**config.mk**
```make
export PLATFORM = sky130hd
export DESIGN_NAME = sel8_rr_arb
export DESIGN_NICKNAME = d
export VERILOG_FILES = /design/src/rtl/sel8_rr_arb.sv
export SDC_FILE = /design/constraint.sdc
export NUM_CORES = 1
export LEC_CHECK = 0
export CORE_UTILIZATION = 34
export CTS_BUF_LIST = sky130_fd_sc_hd__clkbuf_4
export CTS_CLUSTER_DIAMETER = 50
export DETAILED_ROUTE_END_ITERATION = 8
export PLACE_DENSITY = 0.49
export SETUP_SLACK_MARGIN = 0.02
export SLEW_MARGIN = 20
export SYNTH_ARGS = -nofsm -noshare
export SYNTH_HDL_FRONTEND = slang
export SYNTH_SLANG_ARGS = --single-unit
```
**constraint.sdc**
```tcl
create_clock -name clk_i -period 6.75 [get_ports clk_i]
set_input_delay 1.35 -clock clk_i [delete_from_list [all_inputs] [get_ports clk_i]]
set_output_delay 1.35 -clock clk_i [all_outputs]
set_load 0.05 [all_outputs]
```
**src/rtl/sel8_rr_arb.sv**
```systemverilog
// sel8_rr_arb: round-robin arbiter sequencing a 3-to-8 enabled selector (req_i[7:0] in; s2_o..s0_o, en_o, tout_o, busy_o out)
module sel8_rr_arb #(
  parameter int MAXHOLD = 16
) (
  input  logic       clk_i,
  input  logic       rst_i,
  input  logic [7:0] req_i,
  output logic       s2_o,
  output logic       s1_o,
  output logic       s0_o,
  output logic       en_o,
  output logic       tout_o,
  output logic       busy_o
);
  typedef enum logic [1:0] {IDLE, GRANT, GAP} state_t;
  state_t     state_q, state_d;
  logic [2:0] s_q, s_d, last_q, last_d, base, idx, win;
  logic [7:0] cnt_q, cnt_d;
  logic       tout_q, tout_d;
  always_ff @(posedge clk_i or posedge rst_i)
    if (rst_i) begin
      state_q <= IDLE;
      s_q     <= 3'd0;
      last_q  <= 3'd7;
      cnt_q   <= 8'd0;
      tout_q  <= 1'b0;
    end else begin
      state_q <= state_d;
      s_q     <= s_d;
      last_q  <= last_d;
      cnt_q   <= cnt_d;
      tout_q  <= tout_d;
    end
  // In GAP the pointer is taken from the code just served, so that owner
  // drops to lowest priority in the same cycle it is released.
  always_comb begin
    base    = state_q == GAP ? s_q : last_q;
    idx     = base;
    win     = base;
    for (int k = 8; k >= 1; k--) begin
      idx = base + 3'(k);
      if (req_i[idx]) win = idx;
    end
    state_d = state_q;
    s_d     = s_q;
    last_d  = last_q;
    cnt_d   = cnt_q;
    tout_d  = 1'b0;
    if (state_q == GRANT) begin
      cnt_d = cnt_q + 8'd1;
      if (!req_i[s_q]) state_d = GAP;
      else if (cnt_q == 8'(MAXHOLD - 1)) begin
        state_d = GAP;
        tout_d  = 1'b1;
      end
    end else begin
      if (state_q == GAP) last_d = s_q;
      state_d = |req_i ? GRANT : IDLE;
      s_d     = |req_i ? win : s_q;
      cnt_d   = |req_i ? 8'd0 : cnt_q;
    end
  end
  always_comb begin
    {s2_o, s1_o, s0_o} = s_q;
    en_o   = state_q == GRANT;
    busy_o = state_q == GRANT;
    tout_o = tout_q;
  end
endmodule
```
==> flow_summary_export.csv <==
group,metric,value,unit
cts,ctsHoldBuffers,0,
global_route,grt_max_degree,18,
power_and_ir_drop,power.internal,485.7,µW
power_and_ir_drop,clkPwrFrac,5.9,%
drt,via_per_inst,6.004,
synthesis,synth_top_family_by_area,"compound AO/OA/AOI/OAI gates",
floorplanning,die_x,69.58,µm
cts,tritoncts,"built",
worst_setup_path,timing.rr.end,"s_q[2]",
synthesis,syn_inst,173,
worst_hold_path,min_from,"cnt_q[7]",
power_and_ir_drop,pwr_density_cell,568.3,nW/µm²
synthesis,yosys.area_share.simple,17.73,%
synthesis,yosys.area_share.adder,1.612,%
worst_setup_path,slowest_delay,0.78,ns
cts,clock_latency,0.29,ns
drt,vias,1423,
cts,cts_buffer_depth,2,
worst_setup_path,cp_slowest_cell,"clkdlybuf4s50_1",
sta,maxSlewViolCount,0,
global_route,overflow,0,
sta,post-route-period-util,51.44,%
sta,max_freq,288.0,MHz
drt,dr.pass1.iters,4,
cts,h-tree-depth,1,
global_route,grt_pass1_vias,1355,
cts,cts_buffers,3,
drt,ant_nets,0,
power_and_ir_drop,leakage,0.6826,nW
sta,maxSlewHeadroom,54.98,%
worst_setup_path,rrSetupSlack,3.31,ns
power_and_ir_drop,switching_share,51.35,%
floorplanning,ios,16,
sta,tns,0,ns
worst_setup_path,worstRegToRegCells,10,
drt,drt-initial-drc-count,156,
worst_hold_path,holdPathEnd,"cnt_q[7]",
layout,area_growth,13.13,%
power_and_ir_drop,fin_total_pwr,998.4,µW
global_route,track_usage,17.52,%
synthesis,synth_compound_area_share,22.56,%
layout,multi_input_area,1031,µm²
cts,post_cts_resized,0,
layout,drive_gt1_share,12.97,%
layout,final_nets,198,
synthesis,synth_xor_xnor_area_share,3.384,%
power_and_ir_drop,pwr-share-seq,17.6,%
cts,cts-root-buf,"clkbuf_4",
synthesis,syn-cell-area,1553,µm²
worst_hold_path,hold_class,"flop to flop",
worst_setup_path,path_max_fanout,11,
synthesis,synth.distinct_cells,50,
cts,cts_sinks,17,
floorplanning,coreArea,4384,µm²
placement,place.gp.congestion,0.8329,
worst_hold_path,hold_depth,1,
worst_setup_path,setup.worst_path.start_class,"flop",
layout,finish.utilization,40.07,%
synthesis,syn_nets,185,
placement,place.port_buffers,15,
sta,rsz0062_at_grt,"no",
sta,tightest_slew,0.6745,ns
worst_setup_path,cp-end-kind,"output port",
cts,postCtsSetupRepairBufs,0,
worst_setup_path,cp.required,5.40,ns
synthesis,ys_warn_count,0,
sta,fin_crit,3.472,ns
floorplanning,fp-row-count,24,
synthesis,ys_ff_latch,17,
synthesis,synth-seq-area-share,27.64,%
placement,dp_hpwl,3000,µm
layout,layout.area.seq,429.2,µm²
placement,pre_cts_ws,3.031,ns
layout,nFillCells,457,
synthesis,synthMuxAreaShare,21.11,%
worst_setup_path,crit_type,"flop to output port",
layout,antenna-diode-count,0,
synthesis,synth_flop_cell,"dfrtp_1",
run_status,status,"finished clean",
floorplanning,fp.dieH,69.58,µm
power_and_ir_drop,irDropWorstVdd,0.2211,mV
global_route,grt_pass1_wl,6824,µm
sta,hold_viol_final,0,
floorplanning,die_area,4841,µm²
synthesis,async_reset_ff_share,100.0,%
worst_setup_path,cp_cell_sequence,"nand2b_1, clkinv_1, clkdlybuf4s50_1",
power_and_ir_drop,p_sw,512.7,µW
cts,clk_pin_slew_worst_paths,0.10,ns
drt,wl,4030,µm
worst_setup_path,r2r_start,"state_q[0]",
drt,drc_errors,0,
flow_run,cap_violations,0,
power_and_ir_drop,pwr-share-comb,76.4,%
worst_setup_path,crit_arrival,2.12,ns
sta,fin_worst_skew,0.002098,ns
synthesis,syn_avg_cell_area,8.975,µm²
sta,setup_violations,0,
global_route,antenna_found_initial,0,
drt,wl_per_cell,17.00,µm
floorplanning,start_util,35.42,%
synthesis,synth_edf_count,0,
sta,worst_slack,3.278,ns
cells in the mapped netlist, types with 2 or more instances:
library cell	n	area [µm²]
a221oi_1	6	52.55
ha_1	2	25.02
clkinv_1	2	7.510
o31ai_1	3	22.52
nand2b_1	2	12.51
o221ai_1	2	17.52
buf_6	2	22.52
o21ai_0	11	55.05
a21oi_1	5	25.02
nand2_1	29	108.9
a211oi_1	3	22.52
buf_2	3	15.01
dfstp_2	3	78.83
nor4_1	5	31.28
dfrtp_1	14	350.3
nor2_1	6	22.52
xnor2_1	5	43.79
o22ai_1	2	12.51
mux4_2	6	135.1
nor2b_1	2	12.51
clkbuf_1	2	7.510
mux2_2	5	56.30
inv_1	6	22.52
a21o_1	2	15.01
o211ai_1	2	15.01
mux2i_1	11	110.1
nand3_1	7	35.03
and3_1	3	18.77
area by class of cell:
cell class	instances	share of cell area (%)
sequential	17	24.43
multi-input combinational	138	58.69
timing repair buffer	17	9.402
clock buffer	4	1.709
tap	52	3.704
inverter	9	2.066
critical path: cells and delay by family (launching register included):
| kind | cells | cell delay (ns) |
|---|---|---|
| AND/OR/NAND/NOR | 1 | 0.35 |
| buffers and inverters | 2 | 1.11 |
| flip-flops | 1 | 0.37 |
placed cells by master, fill, tap and decap left out, types with 3 or more instances in the layout:
cell | Yosys | final
nand2_1 | 29 | 29
a21oi_1 | 5 | 5
clkdlybuf4s50_1 | 0 | 15
mux2_2 | 5 | 5
a221oi_1 | 6 | 6
nand3_1 | 7 | 7
nor2_1 | 6 | 6
mux2i_1 | 11 | 11
inv_1 | 6 | 6
o21ai_0 | 11 | 11
mux4_2 | 6 | 6
xnor2_1 | 5 | 5
dfstp_2 | 3 | 3
clkbuf_4 | 0 | 4
nor4_1 | 5 | 5
and3_1 | 3 | 3
o31ai_1 | 3 | 3
dfrtp_1 | 14 | 14
a211oi_1 | 3 | 3
kinds of logic after synthesis:
kind of cell	count (synthesis)
AND/OR/NAND/NOR	59
XOR/XNOR	6
buffers and inverters	18
flip-flops	17
adder cells (fa/ha/maj)	2
multiplexers	23
AO/OA/AOI/OAI	48
worst max-delay path by stage:
stage / start / slack, ns / cells after the start / endpoint
2_1_floorplan: s_q[0] / 3.67 / 12 / s_q[1]
3_3_place_gp: req_i[6] / 3.02 / 7 / s_q[2]
3_5_place_dp: req_i[6] / 3.03 / 7 / s_q[2]
4_1_cts: state_q[1] / 3.26 / 3 / en_o
5_1_grt: state_q[1] / 3.00 / 10 / s_q[2]
6_report: state_q[1] / 3.28 / 3 / busy_o
sequential cells by signal, summed over array words and instances (netlist names):
register,count
last_q,3
state_q,2
cnt_q,8
s_q,3
tout_o,1
power groups by stage:
stage | clock network, mW | registers [mW] | logic (mW)
floorplan | 0 | 0.192 | 0.591
global placement | 0 | 0.180 | 0.764
detailed placement | 0 | 0.180 | 0.759
CTS | 0.0632 | 0.178 | 0.764
global route | 0.0681 | 0.184 | 0.842
finish | 0.0594 | 0.176 | 0.763
layer usage:
layer | global-route usage, % | routed length, µm | vias to the layer above
li1 | - | - | 683
met3 | 3.634 | 180 | 2
met5 | 0 | 0 | -
met1 | 25.83 | 1997 | 704
met4 | 1.361 | 9 | 0
met2 | 27.51 | 1844 | 34
per-stage QoR:
step	hold WS [ns]	cell area (µm²)	cells
2_1_floorplan	0.4535	1553	173
3_3_place_gp	0.4802	1727	233
3_5_place_dp	0.4985	1727	233
4_1_cts	0.5188	1757	237
5_1_grt	0.5425	1757	237
6_report	0.5164	1757	237
(Power assumes the default switching activity.)
